`src/rtl/seg7_pkg.sv`:
```
// Segment patterns shared by the seven-segment decoders.
// Patterns are "lit" masks ordered {a,b,c,d,e,f,g}, a in bit 6.
package seg7_pkg;

  localparam logic [6:0] SEG_0     = 7'b1111110;
  localparam logic [6:0] SEG_1     = 7'b0110000;
  localparam logic [6:0] SEG_2     = 7'b1101101;
  localparam logic [6:0] SEG_3     = 7'b1111001;
  localparam logic [6:0] SEG_4     = 7'b0110011;
  localparam logic [6:0] SEG_5     = 7'b1011011;
  localparam logic [6:0] SEG_6     = 7'b1011111;
  localparam logic [6:0] SEG_7     = 7'b1110000;
  localparam logic [6:0] SEG_8     = 7'b1111111;
  localparam logic [6:0] SEG_9     = 7'b1111011;
  localparam logic [6:0] SEG_BLANK = 7'b0000000;

  localparam bit SEG_ACTIVE_LOW = 1'b1;

endpackage

```
`src/rtl/seg7_decoder.sv`:
```
// BCD digit to seven-segment decoder with blanking; output {a..g}.
module seg7_decoder
  import seg7_pkg::*;
(
  input  logic [3:0] digit,
  input  logic       blank,
  output logic [6:0] seg
);

  logic [6:0] lit;

  always_comb begin
    lit = SEG_BLANK;
    if (!blank) begin
      case (digit)
        4'd0:    lit = SEG_0;
        4'd1:    lit = SEG_1;
        4'd2:    lit = SEG_2;
        4'd3:    lit = SEG_3;
        4'd4:    lit = SEG_4;
        4'd5:    lit = SEG_5;
        4'd6:    lit = SEG_6;
        4'd7:    lit = SEG_7;
        4'd8:    lit = SEG_8;
        4'd9:    lit = SEG_9;
        default: lit = SEG_BLANK;
      endcase
    end
  end

  assign seg = SEG_ACTIVE_LOW ? ~lit : lit;

endmodule

```
`src/rtl/adder_7sd.sv`:
```
// Signed 6-bit adder driving a two-digit seven-segment display.
// Tens digit is leading-zero blanked; DP (active-low) flags a negative sum.
module adder_7sd
  import seg7_pkg::*;
(
  input  logic       clk,
  input  logic       rst,
  input  logic [5:0] sayi1,
  input  logic [5:0] sayi2,
  output logic [1:0] A,
  output logic [1:0] B,
  output logic [1:0] C,
  output logic [1:0] D,
  output logic [1:0] E,
  output logic [1:0] F,
  output logic [1:0] G,
  output logic       DP
);

  logic [6:0] sum;
  logic       neg;
  logic [6:0] mag;
  logic [3:0] tens;
  logic [3:0] units;
  logic [6:0] seg_tens;
  logic [6:0] seg_units;

  // Range -64..62 fits in 7 bits, so no overflow handling is needed.
  assign sum = {sayi1[5], sayi1} + {sayi2[5], sayi2};
  assign neg = sum[6];
  assign mag = neg ? 7'(-sum) : sum;

  always_comb begin
    tens  = 4'd0;
    units = 4'(mag);
    if (mag >= 7'd60) begin
      tens  = 4'd6;
      units = 4'(mag - 7'd60);
    end else if (mag >= 7'd50) begin
      tens  = 4'd5;
      units = 4'(mag - 7'd50);
    end else if (mag >= 7'd40) begin
      tens  = 4'd4;
      units = 4'(mag - 7'd40);
    end else if (mag >= 7'd30) begin
      tens  = 4'd3;
      units = 4'(mag - 7'd30);
    end else if (mag >= 7'd20) begin
      tens  = 4'd2;
      units = 4'(mag - 7'd20);
    end else if (mag >= 7'd10) begin
      tens  = 4'd1;
      units = 4'(mag - 7'd10);
    end
  end

  seg7_decoder u_dec_tens (
    .digit (tens),
    .blank (tens == 4'd0),
    .seg   (seg_tens)
  );

  seg7_decoder u_dec_units (
    .digit (units),
    .blank (1'b0),
    .seg   (seg_units)
  );

  always_ff @(posedge clk) begin
    if (rst) begin
      A  <= 2'b11;
      B  <= 2'b11;
      C  <= 2'b11;
      D  <= 2'b11;
      E  <= 2'b11;
      F  <= 2'b11;
      G  <= 2'b11;
      DP <= 1'b1;
    end else begin
      A  <= {seg_tens[6], seg_units[6]};
      B  <= {seg_tens[5], seg_units[5]};
      C  <= {seg_tens[4], seg_units[4]};
      D  <= {seg_tens[3], seg_units[3]};
      E  <= {seg_tens[2], seg_units[2]};
      F  <= {seg_tens[1], seg_units[1]};
      G  <= {seg_tens[0], seg_units[0]};
      DP <= ~neg;
    end
  end

endmodule

```
`config.mk`:
```
export PLATFORM = sky130hd
export DESIGN_NAME = adder_7sd
export DESIGN_NICKNAME = d
export VERILOG_FILES = /design/src/rtl/seg7_pkg.sv /design/src/rtl/seg7_decoder.sv /design/src/rtl/adder_7sd.sv
export SDC_FILE = /design/constraint.sdc
export NUM_CORES = 1
export LEC_CHECK = 0
export BUFFER_PORTS_ARGS = -buffer_cell sky130_fd_sc_hd__buf_4
export CAP_MARGIN = 30
export CELL_PAD_IN_SITES_DETAIL_PLACEMENT = 0
export CELL_PAD_IN_SITES_GLOBAL_PLACEMENT = 1
export CORE_UTILIZATION = 38
export DETAILED_ROUTE_END_ITERATION = 6
export PLACE_DENSITY_LB_ADDON = 0.2
export SLEW_MARGIN = 20
export SYNTH_ARGS = -nofsm -noshare
export SYNTH_HDL_FRONTEND = slang
export SYNTH_SLANG_ARGS = --single-unit
```
`constraint.sdc`:
```
create_clock -name clk -period 5.1 [get_ports clk]
set_input_delay 0.51 -clock clk [delete_from_list [all_inputs] [get_ports clk]]
set_output_delay 0.51 -clock clk [all_outputs]
set_load 0.02 [all_outputs]
```
-- Word-level counts from Yosys, hierarchy flattened
Memories as Yosys holds them, arrays and structs flattened.
Cells that the tools add are included.
- bitwise logic cells: 3
- mux-type cells: 14
- order comparisons: 6
- reductions and logical operators: 1
- add/subtract/negate cells: 8
- operators by type and width (operator ; count):
    $mux 4 ; 6
    $ge 7x6->1 const B ; 3
    $sub 4x4->4 const B ; 4
    $ge 7x5->1 const B ; 2
    $mux 7 ; 2
    $not 7->7 ; 2
    $mux 3 ; 3
    $add 6x6->7 ; 1
    $ge 7x4->1 const B ; 1
    $neg 7->7 ; 1
    $logic_not 4->1 ; 1
    $mux 2 ; 2
    $sub 4x2->4 const B ; 1
    $sub 4x3->4 const B ; 1
    $mux 1 ; 1
    $not 1->1 ; 1
- memory bits (read-only): 224
- memories kept: 2
- output and inout port bits: 15
- bits of input ports: 14
- logic and storage cells: 42
- register bits: 15
- memory list (name ; depth ; width ; read ports ; clocked after memory_dff ; write ports ; RTL line ; source):
    (name not given) ; 16 ; 7 ; 1 ; 0 ; 0 ; seg7_decoder.sv:15 ; case (digit)
    (name not given) ; 16 ; 7 ; 1 ; 0 ; 0 ; seg7_decoder.sv:15 ;

-- Depth between registers and ports, before layout
Gate-level depths: netlist (run 1).
- depth in word-level cells: 13
- depth in mapped cells: 20
- mapped depth without buffers: 20

-- Cells and area by module
Synthesis (run 1) repeated with hierarchy kept, for this count alone.
- cell total of the unflattened synthesis: 242
- area total of the unflattened synthesis: 1913.1 um2
- modules (own cells, without submodules) (module ; cells an instance ; area each (um2) ; seq. area each (um2) ; times used):
    adder_7sd ; 180 ; 1460.2 ; 300.3 ; 1
    seg7_decoder ; 31 ; 226.5 ; 0.0 ; 2

-- Worst setup path before layout (run 1)
Ideal clock, no wire load.
- kind: input to register
- from: input port sayi1[0]
- to: register D[0]
- setup time: 134 ps
- data required time: 4966 ps
- data arrival time: 4863 ps
- stages on the path: 19
- slack: 103 ps
- cells stage by stage: ha_1 inv_1 fa_1 ha_1 nand3b_1 nand2b_1 o211ai_1 inv_1 ha_1 inv_1 a21o_1 nor3_1 o32a_1 a221o_2 xnor2_4 inv_1 ha_1 a21oi_1 or4_1
- cells in the longest elaborated chain, start to end: 12
- elaborated cells on any way between the ends: 23
- those cells by class: 8 x add/sub; 6 x order compare; 7 x mux; 1 x bitwise; 1 x memory
- ends and longest elaborated chain (element ; RTL line ; source):
    start, declared ; adder_7sd.sv:8 ; input logic [5:0] sayi1,
    $add 6x6->7 * ; adder_7sd.sv:29 ; assign sum = {sayi1[5], sayi1} + {sayi2[5], sayi2};
    $neg 7->7 ; adder_7sd.sv:31 ; assign mag = neg ? 7'(-sum) : sum;
    $mux 7 * ; adder_7sd.sv:31 ;
    $ge 7x4->1 or $sub 4x4->4 (tied branches) ; adder_7sd.sv:51, adder_7sd.sv:53 ;
    $mux 4 ; adder_7sd.sv:51 ; end else if (mag >= 7'd10) begin
    $mux 4 ; adder_7sd.sv:48 ; end else if (mag >= 7'd20) begin
    $mux 4 ; adder_7sd.sv:45 ; end else if (mag >= 7'd30) begin
    $mux 4 ; adder_7sd.sv:42 ; end else if (mag >= 7'd40) begin
    $mux 4 ; adder_7sd.sv:39 ; end else if (mag >= 7'd50) begin
    $mux 4 * ; adder_7sd.sv:36 ; if (mag >= 7'd60) begin
    $mem_v2 16x7 * ; - ;
    $not 7->7 * ; seg7_decoder.sv:31 ; assign seg = SEG_ACTIVE_LOW ? ~lit : lit;
    end signal, assigned ; adder_7sd.sv:83 ; D <= {seg_tens[3], seg_units[3]};
    end, declared ; adder_7sd.sv:13 ; output logic [1:0] D,
Mark *: on every way between the ends. The rest lies on a longest branch, timed or not.
A chain may end at the register's enable or synchronous reset.

-- Worst setup path after layout (run 1)
Same ends and word-level chain as after synthesis.

==> qor.yml, run 1 <==
critical_path:
  crit_family: "adder cells"
  startpoint_type: "input port"
  crit_arrival_ps: 4880
  cp_cell_sequence: "buf_4, ha_1, inv_1, fa_1, ha_1, nand3b_1, nand2b_1, o211ai_1, inv_1, ha_1, a2111o_1, a21o_1, a221o_2, xnor2_4, inv_1, ha_1, a21oi_1, or4_1"
  cp-startpoint: "sayi1[0]"
  worstPathMaxFanout: 5
  cp_common_cell: "ha_1"
  cp_slowest_cell: "or4_1"
  endpoint: "D[0]$_SDFF_PP1_"
  timing.setup.critical_path_class: "in -> reg"
  cp.depth: 18
  cp_num_buf_inv: 4
  end_kind: "flip-flop"
  cp.required_ps: 5220
  slowest_delay_ps: 520
synthesis:
  ys_warn_count: 0
  syn_inst: 216
  ys.flop_type: "dfxtp_1"
  synth_xor_area_share_pct: 4.34
  synth_enable_flop_cells: 0
  synthSimpleGateAreaFrac_pct: 20.9
  synthMuxAreaShare_pct: 1.68
  synth_compound_area_share_pct: 37.6
  synth_area_um2: 1790
  yosysMostFrequentCell: "ha_1"
  synth_seq_cells: 15
  avgSynthCellArea_um2: 8.28
  yosysUniqueCellTypes: 62
  synth_nets: 250
  synthAdderAreaFrac_pct: 14.4
  ys_top_cells_by_area: "dfxtp_1, ha_1, a21oi_1"
  netlist.area_leader.share_pct: 16.8
  synth_top_family_by_area: "compound AO/OA/AOI/OAI gates"
  ys_seq_area_share_pct: 16.8
  synth_top_area_cell: "dfxtp_1"
  async_flop_share_pct: 0
  synthTopCellsByCount: "ha_1, nor2_1, dfxtp_1, inv_1, a21oi_1"
placed_design:
  post-place-ws_ps: 87.4
  placed_area_um2: 2110
  hpwlAfterDp_mm: 3.57
  placed_cells: 301
  gp_congestion: 0.838
  port_buffers: 28
routing:
  drt_pre_antenna_iters: 6
  vias_per_cell: 5.90
  totalWireLength_mm: 4.43
  vias: 1800
  drt_iter0_markers: 132
  postRouteAntennaNets: 0
  drc: 4
  avgRoutedWirePerCell_um: 14.5
final_layout:
  finalNetCount: 288
  layout-drive-gt1-share_pct: 23.7
  design_area_um2: 2160
  n_antenna_cell: 0
  finalNonFillerCells: 305
  syn_to_final_growth_pct: 20.6
power_and_ir_drop:
  p_leak_nw: 0.916
  irDropWorstVdd_mv: 0.205
  powerDensity_nw_per_um2: 487
sta:
  hold_viol: 0
  setup_viol: 0
  slew_violations: 0
  fin_crit_ps: 4770
  setup_slack_ps: 333
  fin_tns_setup_ps: 0
  worst_slew_pin_slew_ps: 775
  slew-limit-headroom_pct: 47.8
  rsz0062_at_grt: "no"
  max_clock_freq_ghz: 0.210
  min_period_over_period_pct: 93.5
die:
  rows: 24
  dieHeight_um: 70.6
  start_util_pct: 40.2
  die_area_um2: 4980
  pin_count: 29
  core_area_um2: 4440
  die_w_um: 70.6
clock_network:
  cts_hold_buf: 0
  post_cts_buffers: 0
  cts-resized-gates: 0
  cts.path.max_buffers: 2
  h-tree-depth: 1
  clkSinkCount: 15
  cts_root_buffer: "clkbuf_8"
  cts_made_buffers: 3
  clk_pin_slew_ps: 60
  cts_tree: "built"
grt:
  grt_pass1_wl_mm: 7.67
  grt_use_total_pct: 19.0
  antenna_found_initial: 0
  grt_max_degree: 18
  grt.overflow.total: 0
  grt_pass1_vias: 1668
run_status:
  failed_checks: "DRC"
  status: "finished, violations left"
min_path:
  hold_path_class: "in -> reg"
flow_run:
  maxCapViolations: 0
placed cells by master, fill, tap and decap left out, types with 3 or more instances in the layout:
cell / synthesis / routed
ha_1: 19 / 19
a21oi_2: 3 / 3
o21a_1: 3 / 3
a211oi_1: 4 / 4
or3_1: 5 / 5
and2_1: 3 / 3
a31oi_1: 4 / 4
o21bai_1: 4 / 4
o2111ai_1: 3 / 3
o21ai_0: 12 / 12
nor3_1: 6 / 6
nand2b_1: 10 / 10
a211o_1: 5 / 5
clkbuf_8: 0 / 3
buf_4: 1 / 37
a21oi_1: 14 / 14
dfxtp_1: 15 / 15
inv_1: 15 / 15
nor2_1: 16 / 16
a21o_1: 5 / 5
nand3_1: 4 / 4
nand2_1: 8 / 8
mux2i_1: 3 / 3
worst min-delay path by stage:
stage	start	end	slack, ps	cells after the start
6_report	rst	B[0]$_SDFF_PP1_	560	2
5_1_grt	rst	DP$_SDFF_PP1_	590	2
4_1_cts	rst	B[0]$_SDFF_PP1_	570	2
3_5_place_dp	rst	B[0]$_SDFF_PP1_	820	2
3_3_place_gp	rst	B[0]$_SDFF_PP1_	820	2
2_1_floorplan	rst	F[1]$_SDFF_PP1_	610	1
power breakdown:
group / switching [W] / internal, W / total, W
clock: 0.0000370 / 0.0000552 / 0.0000922
combinational: 0.000453 / 0.000331 / 0.000784
sequential: 0.0000105 / 0.000164 / 0.000175
area by class of cell:
cell class	count	area, um^2
inverters	15	56.3
flip-flops and latches	15	300
multi-input cells	182	1410
clock buffers	4	45.0
fillers	440	2290
well taps	52	65.1
repair buffers	37	278
metal layers:
metal	part of all wire, %	wire, um	track usage [%]
met4	0.54	24	2.89
met5	0	0	0
met1	50	2210	27.7
met3	5.5	243	2.71
met2	44	1960	30.5
through the flow:
step                hold WS (ps)  total power [W]  utilization, %
finish                       563          0.00105            48.5
global route                 594          0.00115            48.5
CTS                          566          0.00105            48.5
detailed placement           816         0.000951            47.5
global placement             819         0.000963            47.5
floorplan                    612         0.000726               -
kinds of logic (layout without fill, tap and decap cells):
| family | after synthesis | after routing |
|---|---|---|
| flip-flops | 15 | 15 |
| adder cells (fa/ha/maj) | 20 | 20 |
| buffers and inverters | 19 | 56 |
| multiplexers | 3 | 3 |
| AND/OR/NAND/NOR | 66 | 66 |
| AO/OA/AOI/OAI | 88 | 88 |
| XOR/XNOR | 5 | 5 |
sequential cells by signal (all words and copies together) (netlist names):
signal / cells
C: 2
D: 2
F: 2
G: 2
DP: 1
A: 2
E: 2
B: 2
Note: power is estimated with default switching activity, not from simulation.
==> inputs of run 2 (changes only) <==
- CORE_UTILIZATION: 38 -> 39
- CTS_BUF_LIST: not set -> sky130_fd_sc_hd__clkbuf_4
==> qor.yml, run 2 (synthesis gave the netlist of run 1 again) <==
sta:
  slew-limit-headroom_pct: 58.5  # +11 points
  fin_crit_ps: 4600  # -165 ps
  slew_violations: 0  # unchanged
  hold_ws_ps: 509  # -54.2 ps
  setup_viol: 0  # unchanged
  rsz0062_at_grt: "no"
  min_period_over_period_pct: 90.2  # -3.2 points
  fin_tns_setup_ps: 0  # unchanged
  worst_slew_pin_slew_ps: 617  # -158 ps
  hold_viol: 0  # unchanged
  max_clock_freq_ghz: 0.217  # +3.6%
clock_network:
  post_cts_buffers: 0  # unchanged
  clk_pin_slew_ps: 80  # +20 ps
  cts_tree: "built"
  cts-resized-gates: 0  # unchanged
  cts_hold_buf: 0  # unchanged
  clkSinkCount: 15  # unchanged
  cts_made_buffers: 3  # unchanged
  cts.path.max_buffers: 2  # unchanged
  h-tree-depth: 1  # unchanged
  cts_root_buffer: "clkbuf_4"
final_layout:
  syn_to_final_growth_pct: 20.4
  fillers: 447  # +1.6%
  n_antenna_cell: 0  # unchanged
  layout_common_cells: "buf_4, ha_1, nor2_1, dfxtp_1, inv_1"
  fin_util_pct: 49.1  # +0.61 points
  finalNetCount: 290  # +0.69%
  layout-drive-gt1-share_pct: 24.7  # +0.99 points
  final_common_cell: "buf_4"
power_and_ir_drop:
  p_total_w: 0.00103  # -1.5%
  irDropWorstVdd_mv: 0.160  # -22%
  p_leak_nw: 0.921  # +0.56%
  powerDensity_nw_per_um2: 481  # -1.4%
grt:
  grt_use_total_pct: 19.5  # +0.55 points
  grt_pass1_wl_mm: 7.93  # +3.4%
  antenna_found_initial: 0  # unchanged
  grt.overflow.total: 0  # unchanged
  grt_pass1_vias: 1674  # +0.36%
  grt_max_degree: 18  # unchanged
min_path:
  min_path_cells: 2  # unchanged
  hp-start: "rst"
  hold_path_class: "in -> reg"
  min_to: "B[0]$_SDFF_PP1_"
critical_path:
  slowest_delay_ps: 510  # about the same
  cp.required_ps: 5270  # +50 ps
  cp_common_cell: "ha_1"
  timing.setup.critical_path_class: "in -> reg"
  end_kind: "flip-flop"
  cp_cell_sequence: "buf_4, ha_1, inv_1, fa_1, ha_1, nand3b_1, o21ai_0, o211ai_1, buf_4, ha_1, nand2_1, a21oi_1, or3_1, o21a_1, a221o_2, xnor2_4, inv_1, ha_1, a21oi_1, or4_1"
  cp_num_buf_inv: 4  # unchanged
  startpoint_type: "input port"
  worstPathMaxFanout: 10  # +5
  crit_family: "adder cells"
  cp_slowest_cell: "or4_1"
  crit_arrival_ps: 4770  # -110 ps
die:
  core_area_um2: 4380  # -1.4%
  dieHeight_um: 69.7  # -1.3%
  start_util_pct: 40.8  # +0.55 points
  die_w_um: 69.7  # -1.3%
  rows: 24  # unchanged
  die_area_um2: 4860  # -2.5%
  pin_count: 29  # unchanged
routing:
  drt_pre_antenna_iters: 5  # -1
  drt_iter0_markers: 110  # -17%
  postRouteAntennaNets: 0  # unchanged
  vias_per_cell: 5.79  # -1.8%
  avgRoutedWirePerCell_um: 14.6  # +0.85%
  drc: 0  # -4
  vias: 1779  # -1.2%
  totalWireLength_mm: 4.50  # +1.5%
placed_design:
  gp_congestion: 0.924  # +10%
  port_buffers: 28  # unchanged
  hpwlAfterDp_mm: 3.68  # +2.9%
run_status:
  status: "completed"
flow_run:
  maxCapViolations: 0  # unchanged
[run 2: cell count changes in the layout (fill, tap and decap cells not counted), sizes merged]
cell,previous run,this run
buf,37,39
clkbuf,4,3
clkinv,0,1
[run 2: layout make-up]
cell class	instances	area [um^2]	share of cell area [%]
Inverter	15	56.3	2.61
Multi-Input combinational cell	182	1410	65.5
Tap cell	52	65.1	3.02
Clock inverter	1	5.00	0.232
Timing Repair Buffer	39	293	13.6
Clock buffer	3	22.5	1.05
Sequential cell	15	300	13.9
[run 2: per-layer routing]
layer	GRT usage, %	vias up	wire [um]
met3	2.18	3	232
met4	4.22	0	23
met5	0	-	0
li1	-	898	-
met2	30.6	58	1980
met1	28.7	820	2270
[run 2: how the worst max path moves through the flow]
stage | endpoint | startpoint | cells after the start
after CTS | D[0]$_SDFF_PP1_ | sayi1[0] | 20
after global placement | D[0]$_SDFF_PP1_ | sayi1[0] | 20
after global routing | D[0]$_SDFF_PP1_ | sayi1[0] | 20
final | D[0]$_SDFF_PP1_ | sayi1[0] | 20
after floorplan | D[0]$_SDFF_PP1_ | sayi1[0] | 19
after detailed placement | D[0]$_SDFF_PP1_ | sayi1[0] | 20
[run 2: metrics by stage]
step / area, um^2 / instances / worst slack [ps]
CTS: 2150 / 307 / 488
detailed placement: 2130 / 303 / 199
floorplan: 1790 / 216 / 103
global placement: 2130 / 303 / 259
global route: 2150 / 307 / 317
finish: 2150 / 307 / 498
[run 2: power breakdown]
part | internal, W | total [W] | switching [W]
Combinational | 0.000338 | 0.000794 | 0.000456
Sequential | 0.000164 | 0.000175 | 0.0000108
Clock | 0.0000292 | 0.0000666 | 0.0000374
Total | 0.000531 | 0.00103 | 0.000504
==> inputs of run 3 (changes only) <==
- CORE_ASPECT_RATIO: not set -> 0.8
==> qor.yml, run 3 (synthesis gave the netlist of run 1 again) <==
critical_path:
  startpoint_type: "input port"
  end_kind: "flip-flop"
  slowest_delay_ps: 500  # about the same
  timing.setup.critical_path_class: "in -> reg"
  cp_num_buf_inv: 4  # unchanged
  cp_cell_sequence: "buf_4, ha_1, inv_1, fa_1, ha_1, nand3b_1, o21ai_0, o211ai_1, buf_4, ha_1, nand2_1, a21oi_1, or3_1, o21a_1, a221o_2, xnor2_4, inv_1, ha_1, a21oi_1, or4_1"
  crit_arrival_ps: 4740  # -30 ps
  crit_family: "adder cells"
  cp_slowest_cell: "or4_1"
  cp_common_cell: "ha_1"
  cp.required_ps: 5260  # about the same
  worstPathMaxFanout: 10  # unchanged
clock_network:
  cts_tree: "built"
  cts_hold_buf: 0  # unchanged
  clkSinkCount: 15  # unchanged
  cts-resized-gates: 0  # unchanged
  h-tree-depth: 1  # unchanged
  post_cts_buffers: 0  # unchanged
  cts.path.max_buffers: 2  # unchanged
  cts_made_buffers: 3  # unchanged
  cts_root_buffer: "clkbuf_4"
  clk_pin_slew_ps: 80  # about the same
die:
  start_util_pct: 41.7  # +0.97 points
  die_area_um2: 4860  # about the same
  die_w_um: 77.7  # +11%
  rows: 21  # -13%
  pin_count: 29  # unchanged
  core_area_um2: 4280  # -2.3%
  dieHeight_um: 62.6  # -10%
final_layout:
  fillers: 432  # -3.4%
  finalNetCount: 291  # +0.34%
  multi_input_area_um2: 1410  # unchanged
  final_common_cell: "buf_4"
  n_antenna_cell: 0  # unchanged
  finalNonFillerCells: 313  # +2.0%
  layout_common_cells: "buf_4, ha_1, nor2_1, dfxtp_1, inv_1"
  layout-drive-gt1-share_pct: 25.0  # +0.29 points
  regArea_um2: 300  # unchanged
  syn_to_final_growth_pct: 21.2
sta:
  fin_crit_ps: 4590  # -14.7 ps
  slew_violations: 0  # unchanged
  worst_slew_pin_slew_ps: 616  # -0.945 ps
  setup_viol: 0  # unchanged
  min_period_over_period_pct: 90.0  # -0.29 points
  slew-limit-headroom_pct: 58.6  # +0.084 points
  rsz0062_at_grt: "no"
  fin_tns_setup_ps: 0  # unchanged
  hold_viol: 0  # unchanged
  max_clock_freq_ghz: 0.218  # +0.32%
min_path:
  min_path_cells: 2  # unchanged
  min_to: "B[0]$_SDFF_PP1_"
  hold_path_class: "in -> reg"
  hp-start: "rst"
power_and_ir_drop:
  powerDensity_nw_per_um2: 476  # -0.97%
  irDropWorstVdd_mv: 0.214  # +34%
  p_leak_nw: 0.927  # +0.65%
grt:
  grt_pass1_vias: 1564  # -6.6%
  antenna_found_initial: 0  # unchanged
  grt_use_total_pct: 19.1  # -0.47 points
  grt_max_degree: 18  # unchanged
  grt.overflow.total: 0  # unchanged
  grt_pass1_wl_mm: 7.54  # -4.9%
placed_design:
  port_buffers: 28  # unchanged
  gp_congestion: 0.851  # -8.0%
  placed_cells: 309  # +2.0%
  hpwlAfterDp_mm: 3.68  # about the same
run_status:
  status: "completed"
routing:
  drc: 0  # unchanged
  postRouteAntennaNets: 0  # unchanged
  avgRoutedWirePerCell_um: 14.3  # -2.7%
  totalWireLength_mm: 4.46  # -0.76%
  drt_iter0_markers: 63  # -43%
  vias_per_cell: 5.59  # -3.5%
  vias: 1750  # -1.6%
  drt_pre_antenna_iters: 4  # -1
flow_run:
  maxCapViolations: 0  # unchanged
run 3: cell types whose count changed in the layout (fill, tap and decap cells not counted), sizes merged:
cell / previous run / this run
buf: 39 / 40
run 3: cell type report:
type                       instances  area share, %
clock buffer                       3           1.04
clock inverter                     1          0.231
inverter                          15           2.60
multi-input combinational        182           65.1
sequential                        15           13.9
tap                               57           3.29
timing repair buffer              40           13.9
run 3: worst max path at each step:
stage / from / endpoint / slack (ps) / cells after the start
after floorplan: sayi1[0] / D[0]$_SDFF_PP1_ / 100 / 19
after global placement: sayi1[0] / D[0]$_SDFF_PP1_ / 280 / 20
after detailed placement: sayi1[0] / D[0]$_SDFF_PP1_ / 240 / 20
after CTS: sayi1[0] / D[0]$_SDFF_PP1_ / 540 / 20
after global routing: sayi1[0] / D[0]$_SDFF_PP1_ / 190 / 20
final: sayi1[0] / D[0]$_SDFF_PP1_ / 510 / 20
run 3: through the flow:
stage	power [W]	worst slack (ps)	hold slack, ps	cell area (um^2)	util, %
2_1_floorplan	0.000726	103	612	1790	-
3_3_place_gp	0.000972	278	812	2140	50.0
3_5_place_dp	0.000962	238	812	2140	50.0
4_1_cts	0.00103	536	521	2170	50.6
5_1_grt	0.00113	187	541	2170	50.6
6_report	0.00103	512	526	2170	50.6
run 3: per-layer routing:
layer | part of all wire [%] | wire length [um] | track usage (%) | vias up
met1 | 54 | 2430 | 30.0 | 784
met2 | 39 | 1740 | 26.9 | 60
met3 | 6.0 | 267 | 2.92 | 4
met5 | 0 | 0 | 0 | -
met4 | 0.56 | 25 | 3.54 | 0
li1 | - | - | - | 902
run 3: where the power goes:
group          switching, W   total, W  internal (W)
clock network     0.0000346  0.0000636     0.0000291
registers         0.0000111   0.000175      0.000164
logic              0.000454   0.000793      0.000339
